$ cat config.mk
export PLATFORM = sky130hd
export DESIGN_NAME = rng_calib_seq
export DESIGN_NICKNAME = d
export VERILOG_FILES = /design/src/rtl/rng_calib_seq.sv
export SDC_FILE = /design/constraint.sdc
export NUM_CORES = 1
export LEC_CHECK = 0
export CAP_MARGIN = 20
export CORE_MARGIN = 2
export CORE_UTILIZATION = 50
export CTS_CLUSTER_DIAMETER = 60
export DETAILED_ROUTE_END_ITERATION = 12
export GPL_TIMING_DRIVEN = 0
export PLACE_DENSITY = 0.86
export SKIP_LAST_GASP = 1
export SLEW_MARGIN = 40
export SYNTH_ARGS = -nofsm -noshare
export SYNTH_HDL_FRONTEND = slang
export SYNTH_SLANG_ARGS = --single-unit
$ cat constraint.sdc
create_clock -name clk -period 5.5 [get_ports clk]
set_clock_uncertainty 0.05 [all_clocks]
set_input_delay 1.375 -clock clk [delete_from_list [all_inputs] [get_ports clk]]
set_output_delay 1.375 -clock clk [all_outputs]
set_load 0.02 [all_outputs]
$ cat src/rtl/rng_calib_seq.sv
// rtl/rng_calib_seq.sv - RNG-driven conf1/conf0 field calibration sequencer
// Optional accepted-sample budget enabled by defining RNG_CALIB_TIMEOUT_EN.
module rng_calib_seq #(
  parameter int NUM_KNOBS = 3,
  parameter int CONF_W    = 4,
  parameter int CONF1_MIN = 0,
  parameter int CONF0_MAX = 2**CONF_W-1,
  parameter int CONF1_RST = 2**CONF_W-1,
  parameter int CONF0_RST = 0,
  parameter int MAX_STEPS = 64
) (
  input  logic                        clk,
  input  logic                        reset,
  input  logic                        start,
  input  logic                        rng_bit,
  input  logic                        rng_valid,
  output logic                        rng_ready,
  output logic [NUM_KNOBS*CONF_W-1:0] conf1,
  output logic [NUM_KNOBS*CONF_W-1:0] conf0,
  output logic [2:0]                  knob_idx,
  output logic                        busy,
  output logic                        done,
  output logic [NUM_KNOBS-1:0]        sat,
  output logic                        timeout
);

  localparam logic [CONF_W-1:0] C1_MIN   = CONF_W'(CONF1_MIN);
  localparam logic [CONF_W-1:0] C0_MAX   = CONF_W'(CONF0_MAX);
  localparam logic [CONF_W-1:0] C1_RST   = CONF_W'(CONF1_RST);
  localparam logic [CONF_W-1:0] C0_RST   = CONF_W'(CONF0_RST);
  localparam logic [2:0]        LAST_IDX = 3'(NUM_KNOBS-1);

  typedef enum logic [3:0] {
    IDLE, WAIT_START, CHK1, DEC1, CHK0, INC0, WAIT_BIT, NEXT, DONE
  } state_t;

  state_t            state, state_nxt;
  logic [CONF_W-1:0] cur1, cur0;
  logic              accept, budget_hit;
  logic              run_start, do_dec1, do_inc0, set_sat, idx_adv;

  assign cur1      = conf1[knob_idx*CONF_W +: CONF_W];
  assign cur0      = conf0[knob_idx*CONF_W +: CONF_W];
  assign rng_ready = (state == WAIT_START) || (state == WAIT_BIT);
  assign accept    = rng_valid && rng_ready;
  assign busy      = (state != IDLE);
  assign done      = (state == DONE);

`ifdef RNG_CALIB_TIMEOUT_EN
  localparam int CNT_W = $clog2(MAX_STEPS+1);
  logic [CNT_W-1:0] step_cnt;

  // The acceptance that brings the count up to MAX_STEPS ends the run.
  assign budget_hit = accept && (step_cnt == CNT_W'(MAX_STEPS-1));

  always_ff @(posedge clk) begin
    if (reset) begin
      step_cnt <= '0;
      timeout  <= 1'b0;
    end else if (run_start) begin
      step_cnt <= '0;
      timeout  <= 1'b0;
    end else begin
      if (accept)
        step_cnt <= step_cnt + CNT_W'(1);
      if (budget_hit)
        timeout <= 1'b1;
    end
  end
`else
  assign budget_hit = 1'b0;
  assign timeout    = 1'b0;
`endif

  always_comb begin
    state_nxt = state;
    run_start = 1'b0;
    do_dec1   = 1'b0;
    do_inc0   = 1'b0;
    set_sat   = 1'b0;
    idx_adv   = 1'b0;
    case (state)
      IDLE: begin
        if (start) begin
          state_nxt = WAIT_START;
          run_start = 1'b1;
        end
      end
      WAIT_START: if (accept) state_nxt = rng_bit ? CHK1 : DONE;
      CHK1:       state_nxt = (cur1 == C1_MIN) ? CHK0 : DEC1;
      DEC1: begin
        do_dec1   = 1'b1;
        state_nxt = WAIT_BIT;
      end
      CHK0: begin
        if (cur0 == C0_MAX) begin
          set_sat   = 1'b1;
          state_nxt = NEXT;
        end else begin
          state_nxt = INC0;
        end
      end
      INC0: begin
        do_inc0   = 1'b1;
        state_nxt = WAIT_BIT;
      end
      WAIT_BIT: if (accept) state_nxt = rng_bit ? CHK1 : NEXT;
      NEXT: begin
        if (knob_idx == LAST_IDX) begin
          state_nxt = DONE;
        end else begin
          idx_adv   = 1'b1;
          state_nxt = CHK1;
        end
      end
      DONE:    state_nxt = IDLE;
      default: state_nxt = IDLE;
    endcase
    if (budget_hit)
      state_nxt = DONE;
  end

  always_ff @(posedge clk) begin
    if (reset) begin
      state    <= IDLE;
      knob_idx <= '0;
      sat      <= '0;
      conf1    <= {NUM_KNOBS{C1_RST}};
      conf0    <= {NUM_KNOBS{C0_RST}};
    end else begin
      state <= state_nxt;
      if (run_start) begin
        knob_idx <= '0;
        sat      <= '0;
      end
      if (idx_adv)
        knob_idx <= knob_idx + 3'd1;
      // Only the selected field pair is touched; bounds are re-checked here.
      for (int k = 0; k < NUM_KNOBS; k++) begin
        if (3'(k) == knob_idx) begin
          if (do_dec1 && (cur1 != C1_MIN))
            conf1[k*CONF_W +: CONF_W] <= cur1 - CONF_W'(1);
          if (do_inc0 && (cur0 != C0_MAX))
            conf0[k*CONF_W +: CONF_W] <= cur0 + CONF_W'(1);
          if (set_sat)
            sat[k] <= 1'b1;
        end
      end
    end
  end

endmodule

==> results.rst <==
.. list-table::
   :header-rows: 1

   * - Metric
     - Value
   * - Outcome
     - completed
   * - Worst Reg-to-Reg Cells
     - 9
   * - DRT Pass-1 Iters
     - 5
   * - Overflow left after global routing
     - 0
   * - Number of standard cells after synthesis
     - 243
   * - Routability cong.
     - 0.9071
   * - Maximum clock frequency
     - 286.2 MHz
   * - Vias/cell
     - 6.060
   * - IO Count
     - 39
   * - Row count
     - 23
   * - Cell type with the largest total area after synthesis
     - dfxtp_1
   * - Starting Density
     - 0.5189
   * - Final hold violations
     - 0
   * - Async S/R FF share, synth
     - 0
   * - Top post-synthesis cells by area
     - dfxtp_1 (33%), nor2_1 (6.0%), a21oi_1 (4.9%), mux2i_1 (4.4%), ha_1 (3.6%)
   * - Final worst-path cycle share
     - 0.6352
   * - Largest net degree at the start of global routing
     - 11
   * - Number of max-slew violations in the final report
     - 0
   * - Total die area
     - 0.004651 mm^2
   * - Die span in x
     - 68.20 um
   * - Floorplan core area
     - 0.003971 mm^2
   * - Cell area after synthesis
     - 0.002061 mm^2
   * - CTS clock-pin slew for the worst setup and hold paths
     - 70 ps
   * - Routed wire length per instance
     - 15.53 um
   * - Most frequent cells in the layout
     - clkdlybuf4s50_1 (37), dfxtp_1 (34), nor2_1 (33)
   * - Gates resized, CTS repair
     - 0
   * - Fin nets
     - 298
   * - Sum of negative setup slack
     - 0 ps
   * - Number of nets with antenna violations after routing
     - 0
   * - Crit end category
     - output port
   * - Number of enable-type register cells in the synthesized netlist
     - 0
   * - Number of filler cells placed in the layout
     - 349
   * - Class of the most critical setup path
     - reg2out
   * - Tightest Pin Transition
     - 645.9 ps
   * - Data arrival time of the worst path
     - 2070 ps
   * - Number of design-rule violations left by the first detailed-router iteration
     - 185
   * - Proportion of layout cells with a drive suffix above 1
     - 0.1189
   * - Final routed wirelength across all metal layers
     - 5219 um
   * - CTS tree
     - yes
   * - Unrepaired setup endpoints after global routing
     - no
   * - Tightest Hold Check Type
     - reg2reg
   * - Depth of the worst hold-timing path
     - 2
   * - Number of remaining DRC errors
     - 0
   * - Slowest stage cell, crit path
     - clkdlybuf4s50_1
   * - Required time at the worst-slack endpoint
     - 4070 ps
   * - Headroom to the max-slew limit
     - 0.5654
   * - H-tree lvl count
     - 2
   * - Post-synthesis sequential element count
     - 34
   * - Mean cell area of the mapped netlist
     - 8.480 um^2
   * - Post-Route Utilization
     - 0.6506
   * - Post-layout power
     - 0.5426 mW
   * - Critical path peak fanout
     - 10
   * - Post-CTS Setup Repair Bufs
     - 0
   * - Via count of the first global-routing pass
     - 1,826
   * - Setup Viol. Count Final
     - 0
   * - Worst-path cell chain
     - buf_1 > nand2_1 > nor2_1 > a21oi_1 > nor2_1 > clkdlybuf4s50_1
   * - Vias post-DR
     - 2,036
   * - Max Root-Sink Buffers
     - 2
   * - Leak pwr
     - 0.9541 nW
   * - Final Critical Period
     - 3494 ps
   * - HPWL Detailed
     - 3673 um
   * - Number of buffers inserted by hold repair at cts
     - 0
   * - Largest vdd supply drop
     - 0.0001150 V
   * - Floorplan die height
     - 68.20 um
   * - Smallest hold slack
     - 451.2 ps
   * - Number of synthesis warnings
     - 0
   * - Most common library cell in the layout ignoring fill and taps
     - clkdlybuf4s50_1
   * - Clock root cell
     - clkbuf_8
   * - P&R area growth vs syn
     - 25.38%
   * - Maximum cell stage delay along the critical path
     - 610 ps
   * - Post-synthesis sequential area ratio
     - 0.3303
   * - Clock latency on the worst-skew pair
     - 280 ps
   * - Synthesized netlist net count
     - 254
   * - Library cell appearing most often on the critical path
     - nor2_1
   * - Total number of clock tree sinks
     - 34
   * - Number of max-capacitance violations reported
     - 0
   * - Overall global routing resource usage
     - 0.2427
   * - Number of I/O port buffers
     - 37
   * - Post-synth cell types
     - 57
   * - Number of antenna repair diodes
     - 0
   * - Fraction of synthesized cell area taken by the top area cell type
     - 0.3303
   * - Global-route wire length before repair
     - 8507 um
   * - Number of buffers created by CTS
     - 5
   * - Most frequently used flop master after synthesis
     - dfxtp_1
   * - Ratio of total power to cell area
     - 210.0 mW/mm^2
   * - Critical Path Source Type
     - flip-flop
   * - Initial antenna violation count
     - 0
-- Yosys cell counts (2+ instances only) --
library cell and number:
mux2_4 2, a32oi_1 5, buf_6 3, mux2_2 2, nand3_2 2, o21ai_0 11, o21a_1 2, buf_2 2
dfxtp_1 34, buf_1 3, nor2_1 33, clkbuf_1 8, nor4b_1 2, ha_1 6, a31oi_1 2, a311o_1 3
nand2b_1 4, nor3_1 10, a21oi_2 3, inv_1 4, nor2b_1 4, and3b_1 3, a311oi_1 5, and3_1 2
nand3_1 8, buf_4 2, a21boi_0 2, mux2i_1 9, a211oi_1 5, xnor2_1 3, a21oi_1 20, nand3b_1 3
nand2_1 12
-- area by class of cell --
| class | count | area [um^2] | area share |
|---|---|---|---|
| well taps | 50 | 62.56 | 0.02421 |
| inverters | 6 | 22.52 | 0.008717 |
| clock buffers | 6 | 82.58 | 0.03196 |
| multi-input cells | 184 | 1250 | 0.4838 |
| repair buffers | 37 | 370.4 | 0.1433 |
| flip-flops and latches | 34 | 680.7 | 0.2634 |
| plain buffers | 19 | 115.1 | 0.04455 |
-- worst max-delay path, delay by kind of cell (launching register included) --
kind | cells | cell delay, ps
buffers and inverters | 2 | 960
AND/OR/NAND/NOR | 3 | 410
flip-flops | 1 | 380
AO/OA/AOI/OAI | 1 | 50
-- kinds of logic (layout without fill, tap and decap cells) --
family,Yosys count,in the layout,share of synthesized area
simple gates,90,90,0.2253
compound gates,69,69,0.2410
flops,34,34,0.3303
buf+inv,25,68,0.06678
mux,15,15,0.08561
fa+ha+maj,6,6,0.03643
xor+xnor,3,3,0.01275
other cells,1,1,0.001820
-- power by group --
group | leakage (nW) | internal, mW | switching (mW) | total [mW]
Combinational | 0.636 | 0.0415 | 0.0626 | 0.104
Sequential | 0.275 | 0.251 | 0.00352 | 0.255
Clock | 0.0431 | 0.0965 | 0.0869 | 0.183
Total | 0.954 | 0.390 | 0.153 | 0.543
-- flip-flops by register name, indices dropped and copies added (netlist names) --
signal,count
conf1,12
sat,3
knob_idx,3
conf0,12
state,4
-- through the flow --
stage               area (um^2)  instances  setup WS (ps)
floorplan                  2061        243           2738
global placement           2494        330           2341
detailed placement         2494        330           2326
CTS                        2576        336           2006
global route               2584        336           1809
finish                     2584        336           2006
-- final timing paths --
| check | from | end | slack, ps |
|---|---|---|---|
| setup / recovery | state[1] | rng_ready | 2010 |
| hold / removal | conf0[0] | conf0[0] | 450 |
| setup reg to reg | knob_idx[0] | state[1] | 2860 |
| hold reg to reg | conf0[0] | conf0[0] | 450 |
-- routing by layer --
| layer | GRT usage | routed length, um | up-vias | part of all wire |
|---|---|---|---|---|
| met5 | 0 | 0 | - | 0 |
| met2 | 0.3968 | 2564 | 87 | 0.49 |
| met3 | 0.04112 | 298 | 7 | 0.057 |
| li1 | - | - | 982 | - |
| met1 | 0.3139 | 2311 | 960 | 0.44 |
| met4 | 0.1025 | 44 | 0 | 0.0084 |
No activity file was read; power rests on OpenSTA's default activity.
